===== config.mk =====
export PLATFORM = sky130hd
export DESIGN_NAME = lift_controller
export DESIGN_NICKNAME = d
export VERILOG_FILES = /design/src/rtl/lift_controller.sv
export SDC_FILE = /design/constraint.sdc
export NUM_CORES = 1
export LEC_CHECK = 0
export BUFFER_PORTS_ARGS = -buffer_cell sky130_fd_sc_hd__buf_2
export CAP_MARGIN = 20
export CORE_MARGIN = 5
export CORE_UTILIZATION = 23
export DETAILED_ROUTE_END_ITERATION = 6
export GPL_TIMING_DRIVEN = 0
export PLACE_DENSITY_LB_ADDON = 0.25
export SLEW_MARGIN = 25
export SYNTH_ARGS = -nofsm -noshare
export SYNTH_HDL_FRONTEND = slang
export SYNTH_SLANG_ARGS = --single-unit
export TNS_END_PERCENT = 100

===== constraint.sdc =====
create_clock -name i_clk -period 2.7 [get_ports i_clk]
set_input_delay 0.405 -clock i_clk [delete_from_list [all_inputs] [get_ports i_clk]]
set_output_delay 0.405 -clock i_clk [all_outputs]
set_load 0.02 [all_outputs]

===== src/rtl/lift_controller.sv =====
// lift_controller: SCAN-policy multi-floor lift controller with per-floor travel and door dwell timers.
// Optional macro LIFT_EMERG_EN adds i_emerg_stop (stop at the next floor, drop all calls, hold the door).

module lift_controller #(
  parameter int unsigned NUM_FLOORS    = 8,
  parameter int unsigned TRAVEL_CYCLES = 4,
  parameter int unsigned DOOR_CYCLES   = 6
) (
  input  logic                          i_clk,
  input  logic                          i_reset,
  input  logic [NUM_FLOORS-1:0]         i_call_req,
  input  logic                          i_door_hold,
`ifdef LIFT_EMERG_EN
  input  logic                          i_emerg_stop,
`endif
  output logic [$clog2(NUM_FLOORS)-1:0] o_cur_floor,
  output logic                          o_moving,
  output logic                          o_dir_up,
  output logic                          o_door_open,
  output logic [NUM_FLOORS-1:0]         o_pending
);

  localparam int unsigned FW = $clog2(NUM_FLOORS);
  localparam int unsigned TW = (TRAVEL_CYCLES > 1) ? $clog2(TRAVEL_CYCLES) : 1;
  localparam int unsigned DW = (DOOR_CYCLES > 1) ? $clog2(DOOR_CYCLES) : 1;

  localparam logic [FW-1:0] TOP_FLOOR   = FW'(NUM_FLOORS - 1);
  localparam logic [TW-1:0] TRAVEL_LOAD = TW'(TRAVEL_CYCLES - 1);
  localparam logic [DW-1:0] DOOR_LOAD   = DW'(DOOR_CYCLES - 1);

  localparam logic [1:0] S_IDLE   = 2'd0;
  localparam logic [1:0] S_MOVING = 2'd1;
  localparam logic [1:0] S_DOOR   = 2'd2;

  logic [1:0]            r_state;
  logic [FW-1:0]         r_cur_floor;
  logic                  r_dir_up;
  logic [TW-1:0]         r_travel_tmr;
  logic [DW-1:0]         r_door_tmr;
  logic [NUM_FLOORS-1:0] r_pending;
  logic                  r_moving;
  logic                  r_door_open;

  logic [1:0]            w_state_nxt;
  logic [FW-1:0]         w_floor_nxt;
  logic                  w_dir_nxt;
  logic [TW-1:0]         w_travel_nxt;
  logic [DW-1:0]         w_door_nxt;
  logic [NUM_FLOORS-1:0] w_pending_nxt;
  logic [NUM_FLOORS-1:0] w_calls;
  logic [NUM_FLOORS-1:0] w_clear_mask;
  logic [NUM_FLOORS-1:0] w_above;
  logic [NUM_FLOORS-1:0] w_below;
  logic [FW-1:0]         w_step_floor;
  logic                  w_at_end;
  logic                  w_estop_live;
  logic                  w_estop_stop;

`ifdef LIFT_EMERG_EN
  logic r_estop_latched;

  // Remember a stop request seen mid-segment until the car has reached the door
  always_ff @(posedge i_clk or negedge i_reset) begin
    if (!i_reset) begin
      r_estop_latched <= 1'b0;
    end else if (r_state == S_MOVING) begin
      r_estop_latched <= r_estop_latched | i_emerg_stop;
    end else begin
      r_estop_latched <= 1'b0;
    end
  end

  assign w_estop_live = i_emerg_stop;
  assign w_estop_stop = i_emerg_stop | r_estop_latched;
`else
  assign w_estop_live = 1'b0;
  assign w_estop_stop = 1'b0;
`endif

  assign w_calls      = r_pending | i_call_req;
  assign w_step_floor = r_dir_up ? (r_cur_floor + FW'(1)) : (r_cur_floor - FW'(1));
  assign w_at_end     = r_dir_up ? (r_cur_floor == TOP_FLOOR) : (r_cur_floor == FW'(0));

  // Latched requests strictly above / below the car
  always_comb begin
    w_above = '0;
    w_below = '0;
    for (int i = 0; i < NUM_FLOORS; i++) begin
      if (FW'(i) > r_cur_floor) w_above[i] = r_pending[i];
      if (FW'(i) < r_cur_floor) w_below[i] = r_pending[i];
    end
  end

  always_comb begin
    w_state_nxt  = r_state;
    w_floor_nxt  = r_cur_floor;
    w_dir_nxt    = r_dir_up;
    w_travel_nxt = r_travel_tmr;
    w_door_nxt   = r_door_tmr;
    case (r_state)
      S_IDLE: begin
        if (r_pending[r_cur_floor]) begin
          w_state_nxt = S_DOOR;
          w_door_nxt  = DOOR_LOAD;
        end else if (r_pending != '0) begin
          w_dir_nxt    = (|w_above) && (r_dir_up || !(|w_below));
          w_travel_nxt = TRAVEL_LOAD;
          w_state_nxt  = S_MOVING;
        end
      end
      S_MOVING: begin
        if (r_travel_tmr != '0) begin
          w_travel_nxt = r_travel_tmr - TW'(1);
        end else if (w_at_end) begin
          // Defensive: never step past the shaft ends
          w_state_nxt = S_DOOR;
          w_door_nxt  = DOOR_LOAD;
        end else begin
          w_floor_nxt = w_step_floor;
          if (w_calls[w_step_floor] || w_estop_stop) begin
            w_state_nxt = S_DOOR;
            w_door_nxt  = DOOR_LOAD;
          end else begin
            w_travel_nxt = TRAVEL_LOAD;
          end
        end
      end
      S_DOOR: begin
        if (i_door_hold || i_call_req[r_cur_floor] || w_estop_live) begin
          w_door_nxt = DOOR_LOAD;
        end else if (r_door_tmr == '0) begin
          w_state_nxt = S_IDLE;
          if (r_cur_floor == FW'(0)) begin
            w_dir_nxt = 1'b1;
          end else if (r_cur_floor == TOP_FLOOR) begin
            w_dir_nxt = 1'b0;
          end
        end else begin
          w_door_nxt = r_door_tmr - DW'(1);
        end
      end
      default: begin
        w_state_nxt = S_IDLE;
      end
    endcase
  end

  // Calls at the floor whose door is (or is about to be) open are served, not latched
  assign w_clear_mask  = (w_state_nxt == S_DOOR) ? (NUM_FLOORS'(1) << w_floor_nxt) : '0;
  assign w_pending_nxt = w_estop_live ? '0 : (w_calls & ~w_clear_mask);

  always_ff @(posedge i_clk or negedge i_reset) begin
    if (!i_reset) begin
      r_state      <= S_IDLE;
      r_cur_floor  <= '0;
      r_dir_up     <= 1'b1;
      r_travel_tmr <= '0;
      r_door_tmr   <= '0;
      r_pending    <= '0;
      r_moving     <= 1'b0;
      r_door_open  <= 1'b0;
    end else begin
      r_state      <= w_state_nxt;
      r_cur_floor  <= w_floor_nxt;
      r_dir_up     <= w_dir_nxt;
      r_travel_tmr <= w_travel_nxt;
      r_door_tmr   <= w_door_nxt;
      r_pending    <= w_pending_nxt;
      r_moving     <= (w_state_nxt == S_MOVING);
      r_door_open  <= (w_state_nxt == S_DOOR);
    end
  end

  assign o_cur_floor = r_cur_floor;
  assign o_moving    = r_moving;
  assign o_dir_up    = r_dir_up;
  assign o_door_open = r_door_open;
  assign o_pending   = r_pending;

endmodule


==> impl_metrics.json <==
{
  "outcome": "complete, no violations",
  "rows": 29,
  "vias_per_cell": 4.85,
  "use_met2_pct": 15.1,
  "drtIter0Drc": 50,
  "routed_wl_mm": 3.95,
  "grt_usage_pct": 9.87,
  "cp.arrival_ps": 2720,
  "seqCellArea_um2": 529,
  "core-area_um2": 6350,
  "cp.required_ps": 2840,
  "cts_buffer_depth": 2,
  "relSlewSlack_pct": 64.4,
  "cap_violations": 0,
  "grt.met3_usage_pct": 2.15,
  "synth_top_family_by_area": "compound AO/OA/AOI/OAI gates",
  "finClkSkew_ps": 7.95,
  "ios": 25,
  "cts_tree": "done",
  "busiest_layer": "met2",
  "period_share_pct": 95.3,
  "fmaxAchievable_ghz": 0.389,
  "switching_share_pct": 45.1,
  "root_buffer": "clkbuf_8",
  "layout_commonest_cell": "buf_2",
  "worstPathMaxFanout": 11,
  "synth-xor-area-share_pct": 1.74,
  "setup_violations": 0,
  "vias": 1255,
  "synth-compound-area-share_pct": 21.7,
  "nets": 203,
  "grt_pass1_wl_mm": 6.76,
  "layout_min_cycle_time_ps": 2570,
  "cp-end-kind": "flop",
  "port-buffer-count": 24,
  "synth_area_um2": 1510,
  "cts_buffers": 3,
  "die_x_um": 91.0,
  "hpwl_mm": 3.05,
  "clock_sinks": 21,
  "min_path_type": "input port to asynchronous set/reset pin",
  "syn2layout_area_growth_pct": 20.4,
  "synth_mux_area_share_pct": 12.7,
  "hold_violations": 0,
  "routedWlPerCell_um": 15.3,
  "synth-simple-area-share_pct": 16.1,
  "synthAdderAreaFrac_pct": 7.47,
  "p_per_area_nw_per_um2": 1030,
  "p_switching_mw": 0.846,
  "clock_latency_ps": 260,
  "combPwrFrac_pct": 59.0,
  "synth_warnings": 0,
  "multiInputGateArea_um2": 912,
  "antenna_cells": 0,
  "avgSynthCellArea_um2": 10.1,
  "vdd_drop_max_mv": 0.271,
  "gp_congestion": 0.798,
  "post-route-drc-count": 0,
  "path_clk_slew_ps": 80,
  "die-height_um": 91.0,
  "first_pass_iters": 4,
  "power_report.internal_total_mw": 1.03,
  "synth_cells": 150,
  "grt_start_max_net_pins": 22,
  "fillers": 657,
  "cp-start-kind": "flop",
  "ant_nets": 0,
  "grt_antenna_before_repair": 0,
  "h-tree-depth": 1,
  "ys_seq_area_share_pct": 34.9,
  "path_class": "flop to flop",
  "ys_types": 45,
  "power_frac_clock_pct": 10.8,
  "p_seq_share_pct": 30.1,
  "grt_pass1_vias": 1325,
  "die-area_um2": 8270,
  "whs_ps": 95.6,
  "ys_seq_elements": 21,
  "pre_cts_ws_ps": -131,
  "final_cell_mix": "buf_2 (25), dfrtp_1 (18), nor2_1 (17)",
  "drive_gt1_share_pct": 29.1,
  "tightest_slew_ps": 530,
  "grt_overflow": 0,
  "met1_usage_pct": 13.8,
  "report.final.slew_viol_count": 0,
  "start_util_pct": 23.7,
  "setup_slack_ps": 127,
  "p_leak_nw": 0.780,
  "synth.net_count": 170
}
-- metal layers --
layer,part of all wire [%],up-vias
li1,-,617
met1,49,613
met2,46,19
met3,3.0,6
met4,1.6,0
met5,0,-
-- cell type report --
| class | count | share of cell area (%) |
|---|---|---|
| Tap cell | 77 | 5.31 |
| Buffer | 3 | 1.72 |
| Sequential cell | 21 | 29.2 |
| Multi-Input combinational cell | 113 | 50.2 |
| Clock buffer | 4 | 2.48 |
| Timing Repair Buffer | 28 | 8.27 |
| Inverter | 13 | 2.83 |
-- through the flow --
step	setup TNS, ps	utilization (%)	power [mW]	area (um^2)	std cells
after floorplan	0	-	1.34	1510	150
after global placement	-673	27.2	1.62	1720	251
after detailed placement	-469	27.2	1.62	1720	251
after CTS	0	28.0	1.85	1780	255
after global routing	-1.44	28.6	2.05	1820	259
final	0	28.6	1.87	1820	259
-- power groups by stage --
stage,Sequential [mW],Combinational (mW),Clock [mW]
6_report,0.565,1.11,0.203
5_1_grt,0.586,1.24,0.229
4_1_cts,0.569,1.07,0.216
3_5_place_dp,0.572,1.05,0
3_3_place_gp,0.570,1.05,0
2_1_floorplan,0.603,0.737,0
-- state kept, by name (all words and copies together), names as in the netlist --
register	flops
o_moving	1
o_dir_up	1
o_pending	8
r_door_tmr	3
o_cur_floor	3
r_state	2
o_door_open	1
r_travel_tmr	2
-- cells in the mapped netlist, drive strengths merged --
| cell type | count | share of area (%) |
|---|---|---|
| a2111oi | 1 | 1.8 |
| a211o | 3 | 2.3 |
| a211oi | 1 | 0.50 |
| a21boi | 3 | 1.5 |
| a21oi | 4 | 2.1 |
| a22oi | 1 | 0.50 |
| a2bb2oi | 1 | 0.58 |
| a31oi | 9 | 3.7 |
| a32oi | 1 | 0.58 |
| and3 | 2 | 1.2 |
| and3b | 1 | 0.58 |
| buf | 3 | 2.1 |
| dfrtp | 20 | 33 |
| dfstp | 1 | 1.7 |
| ha | 9 | 7.5 |
| inv | 13 | 3.2 |
| mux2 | 3 | 2.2 |
| mux2i | 9 | 6.0 |
| mux4 | 3 | 4.5 |
| nand2 | 4 | 1.0 |
| nand2b | 5 | 2.1 |
| nand3 | 3 | 1.0 |
| nor2 | 17 | 4.2 |
| nor2b | 7 | 3.4 |
| nor3 | 1 | 0.66 |
| nor4 | 2 | 0.83 |
| nor4b | 2 | 1.2 |
| o2111ai | 1 | 0.58 |
| o211a | 1 | 0.66 |
| o211ai | 1 | 0.83 |
| o21a | 1 | 0.50 |
| o21ai | 10 | 3.3 |
| o22ai | 2 | 0.83 |
| o31ai | 1 | 0.83 |
| o32ai | 1 | 0.58 |
| xnor2 | 3 | 1.7 |
-- path summary, 6_finish.rpt --
| path | startpoint | endpoint | slack [ps] | cells after the start |
|---|---|---|---|---|
| max | o_cur_floor[1] | r_door_tmr[0] | 130 | 8 |
| min | i_reset | o_moving | 100 | 1 |
| max reg2reg | o_cur_floor[1] | r_door_tmr[0] | 130 | 8 |
| min reg2reg | r_travel_tmr[0] | r_travel_tmr[0] | 510 | 1 |
| max in group asynchronous | i_reset | o_cur_floor[0] | 2240 | 1 |
| min in group i_clk | i_call_req[1] | o_pending[1] | 460 | 3 |
-- cell families after synthesis --
logic type,after synthesis
buffers and inverters,16
AND/OR/NAND/NOR,44
adder cells (fa/ha/maj),9
flip-flops,21
AO/OA/AOI/OAI,42
multiplexers,15
XOR/XNOR,3
-- repair_timing --
item	4_1_cts	5_1_grt
endpoints found under the setup margin	10	10
gates resized for setup	3	3
pin swaps	0	0
hold buffers	0	0
setup buffers	0	4
-- critical path, stage by stage (launching register included) --
cell,delay (ps)
dfrtp_2,490
inv_2,190
ha_1,280
xnor2_2,240
mux4_2,350
and3_4,210
nor3_2,210
a211o_4,160
mux2_1,320
Note: power is estimated with default switching activity, not from simulation.
